### src/rtl/innings_ctrl.sv
// Scorecard sequencer: turns each accepted delivery into single-cycle increment
// pulses for the score/ball/wicket counters and keeps binary shadow totals.
module innings_ctrl #(
  parameter int MAX_OVERS = 20,
  parameter int MAX_WKTS  = 10
) (
  input  logic       clk,
  input  logic       rst,
  input  logic       evt_valid,
  output logic       evt_ready,
  input  logic [2:0] evt_runs,
  input  logic [1:0] evt_extra,
  input  logic       evt_wicket,
  input  logic       target_en,
  input  logic [9:0] target,
  output logic       inc_s,
  output logic       inc_b,
  output logic       inc_w,
  output logic       over_end,
  output logic       striker,
  output logic       innings_done,
  output logic [9:0] runs_total,
  output logic [3:0] wickets,
  output logic [5:0] overs,
  output logic [2:0] balls,
  output logic       busy
);

  // state | meaning
  // IDLE  | waiting for a delivery event
  // RUNS  | one inc_s pulse per cycle, cnt cycles remaining
  // BALL  | legal-ball accounting and strike rotation
  // WKT   | wicket accounting
  // CHECK | end-of-innings evaluation
  // DONE  | innings over, held until rst
  typedef enum logic [2:0] {IDLE, RUNS, BALL, WKT, CHECK, DONE} state_t;

  state_t     state, state_nx;
  logic [2:0] cnt;
  logic [2:0] runs_l;
  logic [1:0] extra_l;
  logic       wkt_l;
  logic       ten_l;
  logic [9:0] tgt_l;

  logic [2:0] runs_c;
  logic [2:0] n_in;
  logic       accept;
  logic       legal;
  logic       done_cond;

  assign runs_c    = (evt_runs == 3'd7) ? 3'd6 : evt_runs;
  assign n_in      = runs_c + {2'b00, (evt_extra == 2'b01) || (evt_extra == 2'b10)};
  assign accept    = evt_valid && evt_ready;
  assign legal     = (extra_l == 2'b00) || (extra_l == 2'b11);
  assign done_cond = (wickets == 4'(MAX_WKTS)) || (overs == 6'(MAX_OVERS)) ||
                     (ten_l && (runs_total > tgt_l));

  always_ff @(posedge clk) begin
    if (rst) state <= IDLE;
    else     state <= state_nx;
  end

  always_comb begin
    state_nx  = state;
    evt_ready = 1'b0;
    inc_s     = 1'b0;
    inc_b     = 1'b0;
    inc_w     = 1'b0;
    over_end  = 1'b0;
    busy      = 1'b0;
    case (state)
      IDLE: begin
        evt_ready = 1'b1;
        if (accept) state_nx = (n_in != 3'd0) ? RUNS : BALL;
      end
      RUNS: begin
        busy  = 1'b1;
        inc_s = 1'b1;
        if (cnt == 3'd1) state_nx = BALL;
      end
      BALL: begin
        busy     = 1'b1;
        inc_b    = legal;
        over_end = legal && (balls == 3'd5);
        state_nx = WKT;
      end
      WKT: begin
        busy     = 1'b1;
        inc_w    = wkt_l;
        state_nx = CHECK;
      end
      CHECK: begin
        busy     = 1'b1;
        state_nx = done_cond ? DONE : IDLE;
      end
      DONE: state_nx = DONE;
      default: state_nx = IDLE;
    endcase
    // Reset wins immediately so a pulse train cannot leak into the reset cycle.
    if (rst) begin
      evt_ready = 1'b0;
      inc_s     = 1'b0;
      inc_b     = 1'b0;
      inc_w     = 1'b0;
      over_end  = 1'b0;
      busy      = 1'b0;
    end
  end

  always_ff @(posedge clk) begin
    if (rst) begin
      cnt          <= 3'd0;
      runs_l       <= 3'd0;
      extra_l      <= 2'b00;
      wkt_l        <= 1'b0;
      ten_l        <= 1'b0;
      tgt_l        <= 10'd0;
      striker      <= 1'b0;
      innings_done <= 1'b0;
      runs_total   <= 10'd0;
      wickets      <= 4'd0;
      overs        <= 6'd0;
      balls        <= 3'd0;
    end else begin
      case (state)
        IDLE: if (accept) begin
          cnt     <= n_in;
          runs_l  <= runs_c;
          extra_l <= evt_extra;
          wkt_l   <= evt_wicket;
          ten_l   <= target_en;
          tgt_l   <= target;
        end
        RUNS: begin
          cnt <= cnt - 3'd1;
          if (runs_total != 10'd999) runs_total <= runs_total + 10'd1;
        end
        BALL: begin
          if (legal) begin
            if (balls == 3'd5) begin
              balls <= 3'd0;
              overs <= overs + 6'd1;
            end else begin
              balls <= balls + 3'd1;
            end
          end
          // Odd runs swap ends; the end of an over swaps them back.
          striker <= striker ^ (runs_l[0] ^ over_end);
        end
        WKT:   if (wkt_l) wickets <= wickets + 4'd1;
        CHECK: if (done_cond) innings_done <= 1'b1;
        default: ;
      endcase
    end
  end

endmodule

### config.mk
export PLATFORM = sky130hd
export DESIGN_NAME = innings_ctrl
export DESIGN_NICKNAME = d
export VERILOG_FILES = /design/src/rtl/innings_ctrl.sv
export SDC_FILE = /design/constraint.sdc
export NUM_CORES = 1
export LEC_CHECK = 0
export ABC_AREA = 1
export CAP_MARGIN = 10
export CORE_UTILIZATION = 43
export CTS_CLUSTER_DIAMETER = 120
export DETAILED_ROUTE_END_ITERATION = 12
export GPL_TIMING_DRIVEN = 0
export PLACE_DENSITY = 0.69
export SYNTH_ARGS = -nofsm -noshare
export SYNTH_HDL_FRONTEND = slang
export SYNTH_SLANG_ARGS = --single-unit
export TNS_END_PERCENT = 100
### constraint.sdc
create_clock -name clk -period 2.9 [get_ports clk]
set_input_delay 0.58 -clock clk [delete_from_list [all_inputs] [get_ports clk]]
set_output_delay 0.58 -clock clk [all_outputs]
set_load 0.01 [all_outputs]
Yosys cells after proc, flatten, opt, wreduce, memory -nomap -nowiden
Cells that the tools add are included.
{ "classes": {"bitwise_logic": 2, "n_reduce_logical": 20, "eq_ne": 16, "n_lt_le_gt_ge": 1, "add_sub_neg": 6, "n_mux": 21} }
{ "ops": {"columns": ["cell", "count"], "rows": [
  ["3-bit 2-to-1 mux", 6],
  ["3-bit case mux with 6 select lines", 1],
  ["2-bit AND reduction", 7],
  ["3-bit equality test, second input constant", 4],
  ["1-bit 2-to-1 mux", 12],
  ["10-bit by 1-bit adder with 10-bit output, second input constant", 1],
  ["10-bit > comparator", 1],
  ["10-bit != test, second input constant", 1],
  ["6-bit by 1-bit adder with 6-bit output, second input constant", 1],
  ["3-bit by 1-bit equality test with 1-bit output, second input constant", 2],
  ["3-bit by 2-bit equality test with 1-bit output, second input constant", 2],
  ["6-bit by 5-bit equality test with 1-bit output, second input constant", 1],
  ["3-bit case mux with 2 select lines", 1],
  ["4-bit by 1-bit adder with 4-bit output, second input constant", 1],
  ["2-bit equality test, second input constant", 2],
  ["4-bit equality test, second input constant", 1],
  ["1-bit logical OR", 4],
  ["2-bit != test, second input constant", 2],
  ["4-bit OR reduction", 1],
  ["3-bit by 1-bit adder with 3-bit output", 1],
  ["3-bit by 1-bit adder with 3-bit output, second input constant", 1],
  ["1-bit logical AND", 3],
  ["3-bit zero test", 1],
  ["3-bit AND reduction", 1],
  ["7 further kinds", 8]
]} }
{ "word_totals": {"reg_bits": 46, "elab_cells": 79} }

Depth between registers and ports, before layout
{ "depth": {"depth_word": 7, "mapped_depth": 14, "ltp_nobuf": 14} }

Worst setup path after synthesis
Ideal clock, no wire load.
{ "synth_path": {"path_type": "input -> output", "startpoint": "input rst", "endpoint": "output inc_b", "setup_slack_ns": 1.010, "path_stages": 3, "t_required_ns": 2.320, "n_path_buf": 2, "t_arrival_ns": 1.310, "path_cell_list": "buf_1 clkbuf_1 nor2_1"} }
{ "synth_via": {"elab_chain_cells": 1} }
{ "synth_lines": {"columns": ["element", "line_no", "source"], "rows": [
  ["from (decl)", "8", "input logic rst,"],
  ["1-bit 2-to-1 mux", "101", "if (rst) begin"],
  ["to (decl)", "17", "output logic inc_b,"]
]} }
No other way between the ends.

Worst setup path after layout
{ "layout_path": {"startpoint": "input rst", "endpoint": "output busy"} }
{ "layout_via": {"elab_chain_cells": 1} }
{ "layout_lines": {"columns": ["element", "line_no", "source"], "rows": [
  ["1-bit 2-to-1 mux", "101", null],
  ["to (decl)", "26", "output logic busy"]
]} }
No other way between the ends.

==> results.sh <==
export IMPL_grt_pass1_vias=2180
export IMPL_ys_ff_latch=46
export IMPL_viasPerCell=4.962
export IMPL_hold_buffers=0
export IMPL_crit_arrival_ps=2160
export IMPL_synth_cell_types=32
export IMPL_p_per_area_nw_per_um2=565.9
export IMPL_numCtsBuffers=5
export IMPL_htreeDepth=2
export IMPL_die_y_um=78.08
export IMPL_clkSinkCount=46
export IMPL_dr_pass1_iters=4
export IMPL_period_needed_ps=2736
export IMPL_worstHoldStart="innings_done"
export IMPL_setup_tns_ps=0
export IMPL_drtIter0Drc=184
export IMPL_initial_core_util=0.4492
export IMPL_die_area_um2=6096
export IMPL_final_period_utilization=0.9435
export IMPL_cp_max_fo=19
export IMPL_clk_latency_ps=300
export IMPL_synth_area_per_cell_um2=7.234
export IMPL_drive_above_1_share=0.07481
export IMPL_cp_top_family="buffers and inverters"
export IMPL_antenna_found_initial=0
export IMPL_maxSlewViolCount=0
export IMPL_place_congestion=0.8342
export IMPL_mostFrequentLayoutCell="nand2_1"
export IMPL_max_freq_mhz=365.5
export IMPL_worstSetupStartpointType="input port"
export IMPL_dp_slack_ps=-449.1
export IMPL_num_antenna_cells=0
export IMPL_slowest_stage="clkdlybuf4s50_1"
export IMPL_portBuffers=50
export IMPL_wire_per_inst_um=12.31
export IMPL_crit_chain="clkdlybuf4s50_1 > buf_2 > nor3_1 > clkdlybuf4s50_1"
export IMPL_clkTransAtPathRegs_ps=80
export IMPL_total_power_uw=1803
export IMPL_r2r_start="runs_total[3]"
export IMPL_ys_warn_count=0
export IMPL_multi_input_area_um2=1296
export IMPL_setup_ws_ps=163.9
export IMPL_rr_worst_depth=13
export IMPL_hold_violations=0
export IMPL_fp_dieW_um=78.08
export IMPL_cts_tree="built"
export IMPL_fin_util=0.5752
export IMPL_crit_top_cell="clkdlybuf4s50_1"
export IMPL_hpwl_um=4357
export IMPL_syn_instance_count=344
export IMPL_cts_repair_resized=1
export IMPL_setup_violations=0
export IMPL_cts_root_buf="clkbuf_8"
export IMPL_remaining_drc_errors=0
export IMPL_r2r_end="state[2]"
export IMPL_post_cts_buffers=0
export IMPL_register_area_um2=920.9
export IMPL_grtUsageTotal=0.2027
export IMPL_stdcell_area_um2=3187
export IMPL_max_cap_violations=0
export IMPL_cp_required_ps=2320
export IMPL_placed_area_um2=3079
export IMPL_core_area_um2=5540
export IMPL_syn_area_um2=2489
export IMPL_leakage_uw=0.001278
export IMPL_rows=27
export IMPL_tightest_slew_ps=565.7
export IMPL_routed_wl_um=5824
export IMPL_overflow=0
export IMPL_critical_path_class="input port to output port"
export IMPL_layout_nets=439
export IMPL_cts_buffer_depth=2
export IMPL_syn_nets=383
export IMPL_grt_first_pass_wirelength_um=9791
export IMPL_cp_num_buf_inv=3
export IMPL_max_stage_delay_ps=570
export IMPL_synth_seq_area_share=0.3700
export IMPL_max_slew_margin=0.6229
export IMPL_holdPathEnd="innings_done"
export IMPL_status="complete, no violations"
export IMPL_fillers=541
export IMPL_clock_skew_ps=7.537
export IMPL_hold_path_class="flop to flop"
export IMPL_rrSetupSlack_ps=1180
export IMPL_io_pins=51
export IMPL_grt_max_degree=20
export IMPL_hold_depth=2
export IMPL_critPathCaptureType="output port"
export IMPL_vias=2347
export IMPL_area_growth_pct=28.05
export IMPL_rsz0062_at_grt="no"
export IMPL_ant_nets=0
export IMPL_layout_common_cells="59 x nand2_1, 54 x inv_1, 50 x clkdlybuf4s50_1"
export IMPL_ir_drop_v=0.0003409
## Yosys cell counts, drive strengths merged
master,n,area [um^2]
a21boi,1,7.510
nand3b,1,7.510
nand4,3,18.77
clkinv,1,3.750
clkbuf,6,22.52
nand2,62,240.2
o32ai,1,8.760
nor4,2,12.51
o31ai,1,7.510
ha,19,237.7
xor2,5,43.79
dfxtp,46,920.9
a211oi,1,7.510
nor3,11,65.06
a31oi,2,12.51
inv,62,232.7
buf,3,12.51
xnor2,1,8.760
o21ai,31,155.2
or2,1,6.260
nor3b,3,22.52
nand3,20,122.6
a21oi,42,210.2
nor2,19,101.3
## power by group
group / leakage [uW] / total (uW) / internal, uW / switching [uW]
clock: 0.0000514 / 483 / 257 / 226
combinational: 0.000852 / 572 / 228 / 343
sequential: 0.000374 / 749 / 704 / 45.1
## kinds of logic (layout without fill, tap and decap cells)
| group | count (synthesis) | count (layout) | synth area share |
|---|---|---|---|
| simple gates | 122 | 122 | 0.2398 |
| compound gates | 79 | 79 | 0.1644 |
| buf+inv | 72 | 129 | 0.1091 |
| flops | 46 | 46 | 0.3700 |
| fa+ha+maj | 19 | 19 | 0.09553 |
| xor+xnor | 6 | 6 | 0.02112 |
## how the worst max path moves through the flow
stage / startpoint / endpoint / slack, ps / cells after the start
6_report: rst / busy / 160 / 4
5_1_grt: rst / busy / 80 / 4
4_1_cts: rst / busy / 140 / 4
3_5_place_dp: rst / inc_b / -450 / 5
3_3_place_gp: rst / inc_b / -500 / 5
2_1_floorplan: rst / inc_b / 1010 / 3
## worst register-to-register path, cell delays in order (launching register included)
cell and delay, ps:
dfxtp_1 510, ha_1 300, nand2_1 70, nand2_1 40, nand2_1 50, nand2_1 60
nand2_1 60, nand3_1 60, nand2_1 70, nand2_1 50, nand2_1 100, nand2_1 60
o21ai_0 140, inv_1 50
## layout make-up
cell class / count / share of cell area
buffer: 8 / 0.01021
clock buffer: 6 / 0.02277
clock inverter: 2 / 0.01178
inverter: 63 / 0.07420
multi-input combinational: 226 / 0.4068
sequential: 46 / 0.2890
tap: 72 / 0.02827
timing repair buffer: 50 / 0.1570
## through the flow
stage / hold slack (ps) / std cells
3_3_place_gp: 441.8 / 466
4_1_cts: 463.3 / 473
5_1_grt: 489.8 / 473
2_1_floorplan: 433.1 / 344
6_report: 461.5 / 473
3_5_place_dp: 447.7 / 466
## per-layer routing
layer	vias to the layer above	global-route usage	wire, um	part of all wire
li1	1236	-	-	-
met1	1048	0.2751	2890	0.50
met2	56	0.3360	2613	0.45
met3	7	0.02674	262	0.045
met4	0	0.05741	59	0.010
met5	-	0	0	0
## flip-flops by register name, summed over array words and instances (netlist names)
signal	flops
runs_total	10
tgt_l	10
overs	6
wickets	4
balls	3
cnt	3
state	3
extra_l	2
innings_done	1
runs_l	1
striker	1
ten_l	1
wkt_l	1
No activity file was read; power rests on OpenSTA's default activity.
